[config.mk]
export PLATFORM = sky130hd
export DESIGN_NAME = fpu_scoreboard
export DESIGN_NICKNAME = d
export VERILOG_FILES = /design/src/rtl/fpu_pkg.sv /design/src/rtl/fpu_sb_entry.sv /design/src/rtl/fpu_scoreboard.sv
export SDC_FILE = /design/constraint.sdc
export NUM_CORES = 1
export LEC_CHECK = 0
export ABC_AREA = 0
export ABC_CLOCK_PERIOD_IN_PS = 4400
export CELL_PAD_IN_SITES_DETAIL_PLACEMENT = 0
export CELL_PAD_IN_SITES_GLOBAL_PLACEMENT = 1
export CORE_MARGIN = 3
export CORE_UTILIZATION = 42
export CTS_BUF_LIST = sky130_fd_sc_hd__clkbuf_4 sky130_fd_sc_hd__clkbuf_8
export CTS_CLUSTER_SIZE = 8
export DETAILED_ROUTE_END_ITERATION = 16
export GPL_TIMING_DRIVEN = 0
export PLACE_DENSITY = 0.91
export SLEW_MARGIN = 10
export SYNTH_ARGS = -nofsm -noshare
export SYNTH_HDL_FRONTEND = slang
export SYNTH_HIERARCHICAL = 1
export SYNTH_SLANG_ARGS = --single-unit
[constraint.sdc]
create_clock -name clk -period 4.4 [get_ports clk]
set_input_delay 0.44 -clock clk [delete_from_list [all_inputs] [get_ports clk]]
set_output_delay 0.44 -clock clk [all_outputs]
set_load 0.005 [all_outputs]
[src/rtl/fpu_pkg.sv]
// rtl/fpu_pkg.sv - shared FP register-file sizing, op latencies and decode helpers
package fpu_pkg;

  localparam int NREG      = 32;
  localparam int LAT_W     = 3;
  localparam int REG_IDX_W = 5;

  // Cycles from issue to writeback for each FP unit
  localparam int FADD_LAT  = 3;
  localparam int FMUL_LAT  = 4;
  localparam int FDIV_LAT  = 7;
  localparam int FSQRT_LAT = 6;

  typedef enum logic [2:0] {
    OP_FADD,
    OP_FMUL,
    OP_FDIV,
    OP_FSQRT,
    OP_FSTORE
  } fp_op_e;

  // Latency that decode drives onto issue_lat for a given op
  function automatic logic [LAT_W-1:0] op_lat(input fp_op_e op);
    case (op)
      OP_FADD:  op_lat = LAT_W'(FADD_LAT);
      OP_FMUL:  op_lat = LAT_W'(FMUL_LAT);
      OP_FDIV:  op_lat = LAT_W'(FDIV_LAT);
      OP_FSQRT: op_lat = LAT_W'(FSQRT_LAT);
      default:  op_lat = '0;
    endcase
  endfunction

  // Stores read FP registers but never write one
  function automatic logic op_writes_rd(input fp_op_e op);
    op_writes_rd = (op != OP_FSTORE);
  endfunction

endpackage

[src/rtl/fpu_sb_entry.sv]
// rtl/fpu_sb_entry.sv - per-register writeback countdown with load, freeze and flush
module fpu_sb_entry
  import fpu_pkg::*;
#(
  parameter int W = LAT_W
) (
  input  logic         clk,
  input  logic         rst,
  input  logic         freeze,
  input  logic         flush,
  input  logic         load,
  input  logic [W-1:0] load_val,
  output logic [W-1:0] cnt,
  output logic         busy
);

  // Countdown: flush clears, freeze holds, a new issue reloads, otherwise drain to zero
  always_ff @(posedge clk or posedge rst) begin
    if (rst) begin
      cnt <= '0;
    end else if (flush) begin
      cnt <= '0;
    end else if (!freeze) begin
      if (load) begin
        cnt <= load_val;
      end else if (cnt != '0) begin
        cnt <= cnt - 1'b1;
      end
    end
  end

  assign busy = (cnt != '0);

endmodule

[src/rtl/fpu_scoreboard.sv]
// rtl/fpu_scoreboard.sv - FP register scoreboard raising RAW/WAW hazards at decode
module fpu_scoreboard
  import fpu_pkg::*;
#(
  parameter int NREG     = fpu_pkg::NREG,
  parameter int LAT_W    = fpu_pkg::LAT_W,
  parameter int NSRC     = 3,
  parameter int FWD_DIST = 1
) (
  input  logic                   clk,
  input  logic                   rst,
  input  logic [NSRC*5-1:0]      src_idx,
  input  logic [NSRC-1:0]        src_use,
  input  logic                   issue_valid,
  input  logic                   issue_regwrite,
  input  logic [4:0]             issue_rd,
  input  logic [LAT_W-1:0]       issue_lat,
  input  logic                   freeze,
  input  logic                   flush,
  output logic                   hazard,
  output logic                   issue_fire,
  output logic [NREG-1:0]        busy
);

  localparam logic [LAT_W-1:0] FWD_CNT = LAT_W'(FWD_DIST);
  localparam int               IDX_SPAN = 1 << REG_IDX_W;

  logic [LAT_W-1:0] cnt     [NREG];
  logic [LAT_W-1:0] cnt_ext [IDX_SPAN];
  logic [NREG-1:0]  load;
  logic             load_en;
  logic             raw_hz;
  logic             waw_hz;

  // Indices beyond the tracked register count read as idle
  for (genvar r = 0; r < IDX_SPAN; r++) begin : g_ext
    if (r < NREG) begin : g_trk
      assign cnt_ext[r] = cnt[r];
    end else begin : g_idle
      assign cnt_ext[r] = '0;
    end
  end

  assign load_en = issue_fire & issue_regwrite & (issue_lat != '0);

  for (genvar r = 0; r < NREG; r++) begin : g_entry
    assign load[r] = load_en & (issue_rd == REG_IDX_W'(r));

    fpu_sb_entry #(
      .W (LAT_W)
    ) u_entry (
      .clk      (clk),
      .rst      (rst),
      .freeze   (freeze),
      .flush    (flush),
      .load     (load[r]),
      .load_val (issue_lat),
      .cnt      (cnt[r]),
      .busy     (busy[r])
    );
  end

  // A used source whose producer is further out than the bypass window must wait
  always_comb begin
    raw_hz = 1'b0;
    for (int i = 0; i < NSRC; i++) begin
      if (src_use[i] && (cnt_ext[src_idx[i*REG_IDX_W +: REG_IDX_W]] > FWD_CNT)) begin
        raw_hz = 1'b1;
      end
    end
  end

  // A new write must not land before an older in-flight write to the same register
  assign waw_hz = issue_regwrite & (cnt_ext[issue_rd] > issue_lat);

  assign hazard     = issue_valid & (raw_hz | waw_hz) & ~flush;
  assign issue_fire = issue_valid & ~hazard & ~freeze & ~flush;

endmodule

* Word level (Yosys, flattened, before mapping) *
Index checks and enable logic that the tools add are counted.

word-level totals
  word-level logic and storage cells = 396
  input bits = 32
  output and inout port bits = 34
  flip-flop bits (word level) = 96

cells by class
  $add $sub $neg = 32
  reduce and logical (&&, ||, !) cells = 101
  $lt $le $gt $ge = 8
  equality and inequality tests = 32
  bitwise gates (word level) = 48
  muxes and demuxes = 143

operators with widths
  operator                                                   count
  2-to-1 mux 3 bit                                           136
  nonzero test 3 bit                                         65
  subtractor 3 x 1 -> 3 bit (second input constant)          32
  equality test 5 bit (second input constant)                16
  AND reduction 2 bit                                        32
  binary-select mux 3 bit (select 5 bit)                     4
  AND 1 bit                                                  40
  equality test 5 x 4 -> 1 bit (second input constant)       8
  greater-or-equal comparator 6 bit (second input constant)  4
  inverter 5 -> 6 bit                                        4
  equality test 5 x 3 -> 1 bit (second input constant)       4
  equality test 5 x 2 -> 1 bit (second input constant)       2
  > comparator 3 x 1 -> 1 bit (second input constant)        3
  equality test 5 x 1 -> 1 bit (second input constant)       1
  logical NOT 5 bit                                          1
  > comparator 3 bit                                         1
  logical AND 1 bit                                          3
  2-to-1 mux 1 bit                                           3
  inverter 1 bit                                             3
  inequality test 2 x 1 -> 1 bit (second input constant)     1
  bitwise OR 1 bit                                           1

* Longest topological paths before layout *
  word-level depth = 22
  gate-level depth with buffers = 17
  gate-level depth less buffers = 13

* By module *
The synthesis kept the hierarchy.

modules (own cells, without submodules)
  module          area each (um^2)  seq. area each (um^2)  cells each  instances
  fpu_sb_entry    205.2             75.1                   25          32
  fpu_scoreboard  2288.4            0.0                    277         1

* Worst setup path after synthesis *
OpenSTA, ideal clock, no wires.

  path type = in2reg
  start = input port issue_rd[0]
  end = register g_entry[0].u_entry.cnt[2]
  library setup time = 134 ps
  buffers on the path = 4
  required time = 4266 ps
  slack = -616 ps
  stages = 17
  arrival = 4882 ps
  cells stage by stage = clkbuf_1 -> clkbuf_1 -> mux4_2 -> mux4_2 -> mux2i_1 -> ha_1 -> nor2b_1 -> o21a_1 -> o211ai_1 -> o221ai_1 -> or4_4 -> buf_6 -> buf_6 -> nor3_1 -> nor2b_2 -> a2111oi_0 -> nor3_1

on the way
  cells in the longest elaborated chain, start to end = 19
  elaborated cells between the ends (all ways) = 22
  classes of those cells = order compare: 1; mux: 6; bitwise: 12; reduce/logical: 3

ends and longest elaborated chain
  item                                                 RTL line              source
  from (decl)                                          fpu_scoreboard.sv:16  input logic [4:0] issue_rd,
  inverter 5 -> 6 bit (not written as such)            fpu_scoreboard.sv:74  assign waw_hz = issue_regwrite & (cnt_ext[issue_rd] > issue_lat);
  binary-select mux 3 bit (select 5 bit)               fpu_scoreboard.sv:74
  2-to-1 mux 3 bit (not written as such) (2 in a row)  fpu_scoreboard.sv:74
  > comparator 3 bit                                   fpu_scoreboard.sv:74
  AND 1 bit                                            fpu_scoreboard.sv:74
  bitwise OR 1 bit                                     fpu_scoreboard.sv:76  assign hazard = issue_valid & (raw_hz | waw_hz) & ~flush;
  AND 1 bit (2 in a row)                               fpu_scoreboard.sv:76
  inverter 1 bit                                       fpu_scoreboard.sv:77  assign issue_fire = issue_valid & ~hazard & ~freeze & ~flush;
  AND 1 bit (3 in a row)                               fpu_scoreboard.sv:77
  AND 1 bit (2 in a row)                               fpu_scoreboard.sv:44  assign load_en = issue_fire & issue_regwrite & (issue_lat != '0);
  AND 1 bit *                                          fpu_scoreboard.sv:47  assign load[r] = load_en & (issue_rd == REG_IDX_W'(r));
  via load[0]                                          fpu_scoreboard.sv:30  logic [NREG-1:0] load;
  2-to-1 mux 3 bit                                     fpu_sb_entry.sv:24    if (load) begin
  2-to-1 mux 3 bit                                     fpu_sb_entry.sv:23    end else if (!freeze) begin
  2-to-1 mux 3 bit                                     fpu_sb_entry.sv:21    end else if (flush) begin
  to (signal assigned)                                 fpu_sb_entry.sv:25    cnt <= load_val;
  to (signal assigned)                                 fpu_sb_entry.sv:27    cnt <= cnt - 1'b1;
  to (decl)                                            fpu_sb_entry.sv:13    output logic [W-1:0] cnt,

Mark *: on every way through the listed nets, which the timed path passes. The rest lies on a longest branch. The select of a mux whose other input is x is not followed.
A chain may end at the register's enable or synchronous reset.

* Final worst setup path *
  start = register g_entry[15].u_entry.cnt[1]
  end = register g_entry[11].u_entry.cnt[2]

on the way
  cells in the longest elaborated chain, start to end = 21
  elaborated cells between the ends (all ways) = 38
  classes of those cells = order compare: 4; mux: 18; bitwise: 11; reduce/logical: 5

ends and longest elaborated chain
  item                                                 RTL line              source
  from (decl)                                          fpu_sb_entry.sv:13
  from (signal assigned)                               fpu_sb_entry.sv:25
  from (signal assigned)                               fpu_sb_entry.sv:27
  binary-select mux 3 bit (select 5 bit)               fpu_scoreboard.sv:67  if (src_use[i] && (cnt_ext[src_idx[i*REG_IDX_W +: REG_IDX_W]] > FWD_CNT)) begin
  2-to-1 mux 3 bit (not written as such) (2 in a row)  fpu_scoreboard.sv:67
  > comparator 3 x 1 -> 1 bit                          fpu_scoreboard.sv:67
  logical AND 1 bit                                    fpu_scoreboard.sv:67
  2-to-1 mux 1 bit (3 in a row)                        fpu_scoreboard.sv:67
  bitwise OR 1 bit *                                   fpu_scoreboard.sv:76
  AND 1 bit * (2 in a row)                             fpu_scoreboard.sv:76
  inverter 1 bit *                                     fpu_scoreboard.sv:77
  AND 1 bit * (3 in a row)                             fpu_scoreboard.sv:77
  AND 1 bit * (2 in a row)                             fpu_scoreboard.sv:44
  AND 1 bit *                                          fpu_scoreboard.sv:47
  via load[11]                                         fpu_scoreboard.sv:30
  2-to-1 mux 3 bit                                     fpu_sb_entry.sv:24
  2-to-1 mux 3 bit                                     fpu_sb_entry.sv:23
  2-to-1 mux 3 bit                                     fpu_sb_entry.sv:21
  to (signal assigned)                                 fpu_sb_entry.sv:25
  to (signal assigned)                                 fpu_sb_entry.sv:27
  to (decl)                                            fpu_sb_entry.sv:13

Marked as above.

==> reports/results.ini <==
[clocking]
clock-sinks = 96
clkTransAtPathRegs_ns = 0.09
numCtsBuffers = 9
cts_tree = yes
hold_buffers = 0
clk_path_buf_depth = 2
insertion_delay_ns = 0.40
htree_levels = 3
clock-root-buffer = clkbuf_8

[detailed_routing]
wl_um = 30500
drc = 0
vias = 9448
vias_per_cell = 6.26
drt-pass1-iter-count = 6
wl_per_cell_um = 20.2
drt_iter0_markers = 1015
drtAntennaViolNets = 0

[timing]
slew_viol_final = 0
finalHoldViolCount = 0
max_freq_mhz = 221
fin_ws_ns = -0.134
max_slew.worst_pin.slew_ns = 1.14
setup_violations = 9
min_period_ns = 4.53
rsz0062_at_grt = true
finalCritPeriodShare = 1.03
relSlewSlack = 0.243
fin_skew_ns = 0.0103

[power_and_ir_drop]
p_leak_nw = 4.95
power.density_nw_per_um2 = 663
peakVddDrop_uv = 277

[floorplan]
dieHeight_um = 151
initial_utilization = 0.432
row_count = 52
ios = 66
floorplan.die_area_sq_um = 22900
core-area_sq_um = 20500
die_w_um = 151

[grt]
use_met1 = 0.358
met3_usage = 0.0464
antenna_found_initial = 0
grt_pass1_vias = 8604
track_usage = 0.259
busiest_layer = met2
grt_max_degree = 91
globalRouteMet2Util = 0.409
grt-ovfl-total = 0
grt_pass1_wl_um = 46300

[synth]
netlist.area_leader.share = 0.271
synth_edf_count = 0
yosys-top-cells-area = dfrtp_1 27%, ha_1 9.5%, mux4_2 9.2%
syn_area_per_cell_sq_um = 8.22
syn_inst = 1077
yosysTopAreaCell = dfrtp_1
ys_seq_area_frac = 0.271
yosysWarnings = 6
yosys.cell_types.count = 52
syn_nets = 1176
synth_flop_cell = dfrtp_1
ys_ff_latch = 96
netlist_area_sq_um = 8850
async_flop_share = 1.00

[setup_path]
max_stage_delay_ns = 0.53
path_delay_family = multiplexers
critPathLaunchType = flip-flop
crit_path_end_kind = flip-flop
slowest_stage = mux4_2
cp_max_fo = 5
crit_top_cell = mux4_2
timing.critical_path.from = g_entry[15].u_entry/cnt[1]
path_buf_inv = 2
cp.arrival_ns = 4.78
crit_chain = mux4_2, mux4_2, mux2_4, ha_4, nor2b_4, o21a_1, o211ai_1, o221ai_1, or4_4, buf_8, clkbuf_16, nor3_4, nor2b_2, a2111oi_1, nor3_1
path_class = reg2reg
required_ns = 4.65
rr_startpoint = g_entry[15].u_entry/cnt[1]

[final_layout]
top_register = g_entry.u_entry/cnt
final_common_cell = inv_1
area_growth_pct = 30.6
fillers = 1859
fin_nets = 1334
final_cell_mix = 198 x inv_1, 109 x a21oi_1, 87 x nor3_1, 81 x buf_4, 81 x dfrtp_1
drive_above_1_share = 0.240
final_util = 0.564
n_antenna_cell = 0
reg_top3 = g_entry.u_entry/cnt x96
largest_reg_flops = 96

[run]
maxCapViolations = 0

[placement]
numPortBuffers = 57
place_ws_ns = -1.35
routabilityCongestion = 1.00
hpwlAfterDp_um = 20500

[min_path]
hold_path_class = in2async

[status]
status = finished, violations left
violations = negative setup slack

[cell type report]
cell class | instances | area (sq um) | area share
Timing Repair Buffer | 148 | 1360 | 0.118
Sequential cell | 96 | 2420 | 0.209
Clock inverter | 6 | 130 | 0.0112
Buffer | 28 | 208 | 0.0180
Clock buffer | 10 | 138 | 0.0119
Tap cell | 270 | 338 | 0.0292
Multi-Input combinational cell | 754 | 6230 | 0.538
Inverter | 198 | 743 | 0.0643
[final timing paths]
path / cells past startpoint / slack (ns) / endpoint
hold / removal: 3 / 0.12 / g_entry[3].u_entry/cnt[0]
setup / recovery: 15 / -0.13 / g_entry[11].u_entry/cnt[2]
setup reg to reg: 15 / -0.13 / g_entry[11].u_entry/cnt[2]
max in group asynchronous: 3 / 4.11 / g_entry[24].u_entry/cnt[0]
hold reg to reg: 2 / 0.59 / g_entry[30].u_entry/cnt[0]
min in group clk: 2 / 0.55 / g_entry[3].u_entry/cnt[0]
[logic make-up after synthesis]
family | synth area share
fa+ha+maj | 0.0947
compound gates | 0.207
flops | 0.271
simple gates | 0.229
buf+inv | 0.103
mux | 0.0952
[power breakdown]
group	switching [W]	leakage [nW]	total (W)	internal, W
registers	0.000504	1.27	0.00176	0.00126
logic	0.00264	3.55	0.00512	0.00249
clock network	0.000338	0.136	0.000787	0.000449
total	0.00348	4.95	0.00767	0.00419
[synthesized netlist by cell type (5+ instances only)]
master / count
inv_1: 198
nor3_1: 120
a21oi_1: 111
dfrtp_1: 96
nor2_1: 86
ha_1: 67
a2111oi_0: 65
mux4_2: 36
nand2b_1: 36
o21ai_0: 35
nor4_1: 34
a31oi_1: 33
nor2b_2: 32
a211oi_1: 16
clkbuf_1: 10
nand2_1: 7
buf_2: 6
buf_6: 6
nor2b_1: 6
or3_1: 6
buf_1: 5
nand3_1: 5
nor4b_1: 5
[stage by stage]
step	instances	cell area, sq um	total power, W	TNS, ns	hold slack [ns]
floorplan	1077	9210	0.00469	-0.0647	0.194
global placement	1404	10100	0.00613	-321.25	0.568
detailed placement	1409	10200	0.00622	-115.25	0.540
CTS	1458	10900	0.00724	0	0.109
global route	1510	11600	0.00837	-3.96	0.127
finish	1510	11600	0.00767	-0.389	0.124
[metal layers]
metal | up-vias | wire length (um)
met5 | - | 0
met4 | 0 | 1210
met3 | 107 | 2920
met2 | 503 | 14000
met1 | 4527 | 12400
li1 | 4311 | -
[worst register-to-register path: cells and delay by family (launching register included)]
family | cells | cell delay [ns]
fa+ha+maj | 1 | 0.22
buf+inv | 2 | 0.36
compound gates | 4 | 0.96
flops | 1 | 0.43
simple gates | 5 | 1.11
mux | 3 | 1.32
[repair_timing]
item / in CTS / in global routing
gates resized for setup: 58 / 92
cloned: 0 / 1
setup buffers: 34 / 51
pin swaps: 13 / 33
endpoints found under the hold margin: 0 / 0
endpoints found under the setup margin: 98 / 73
(Power assumes the default switching activity.)
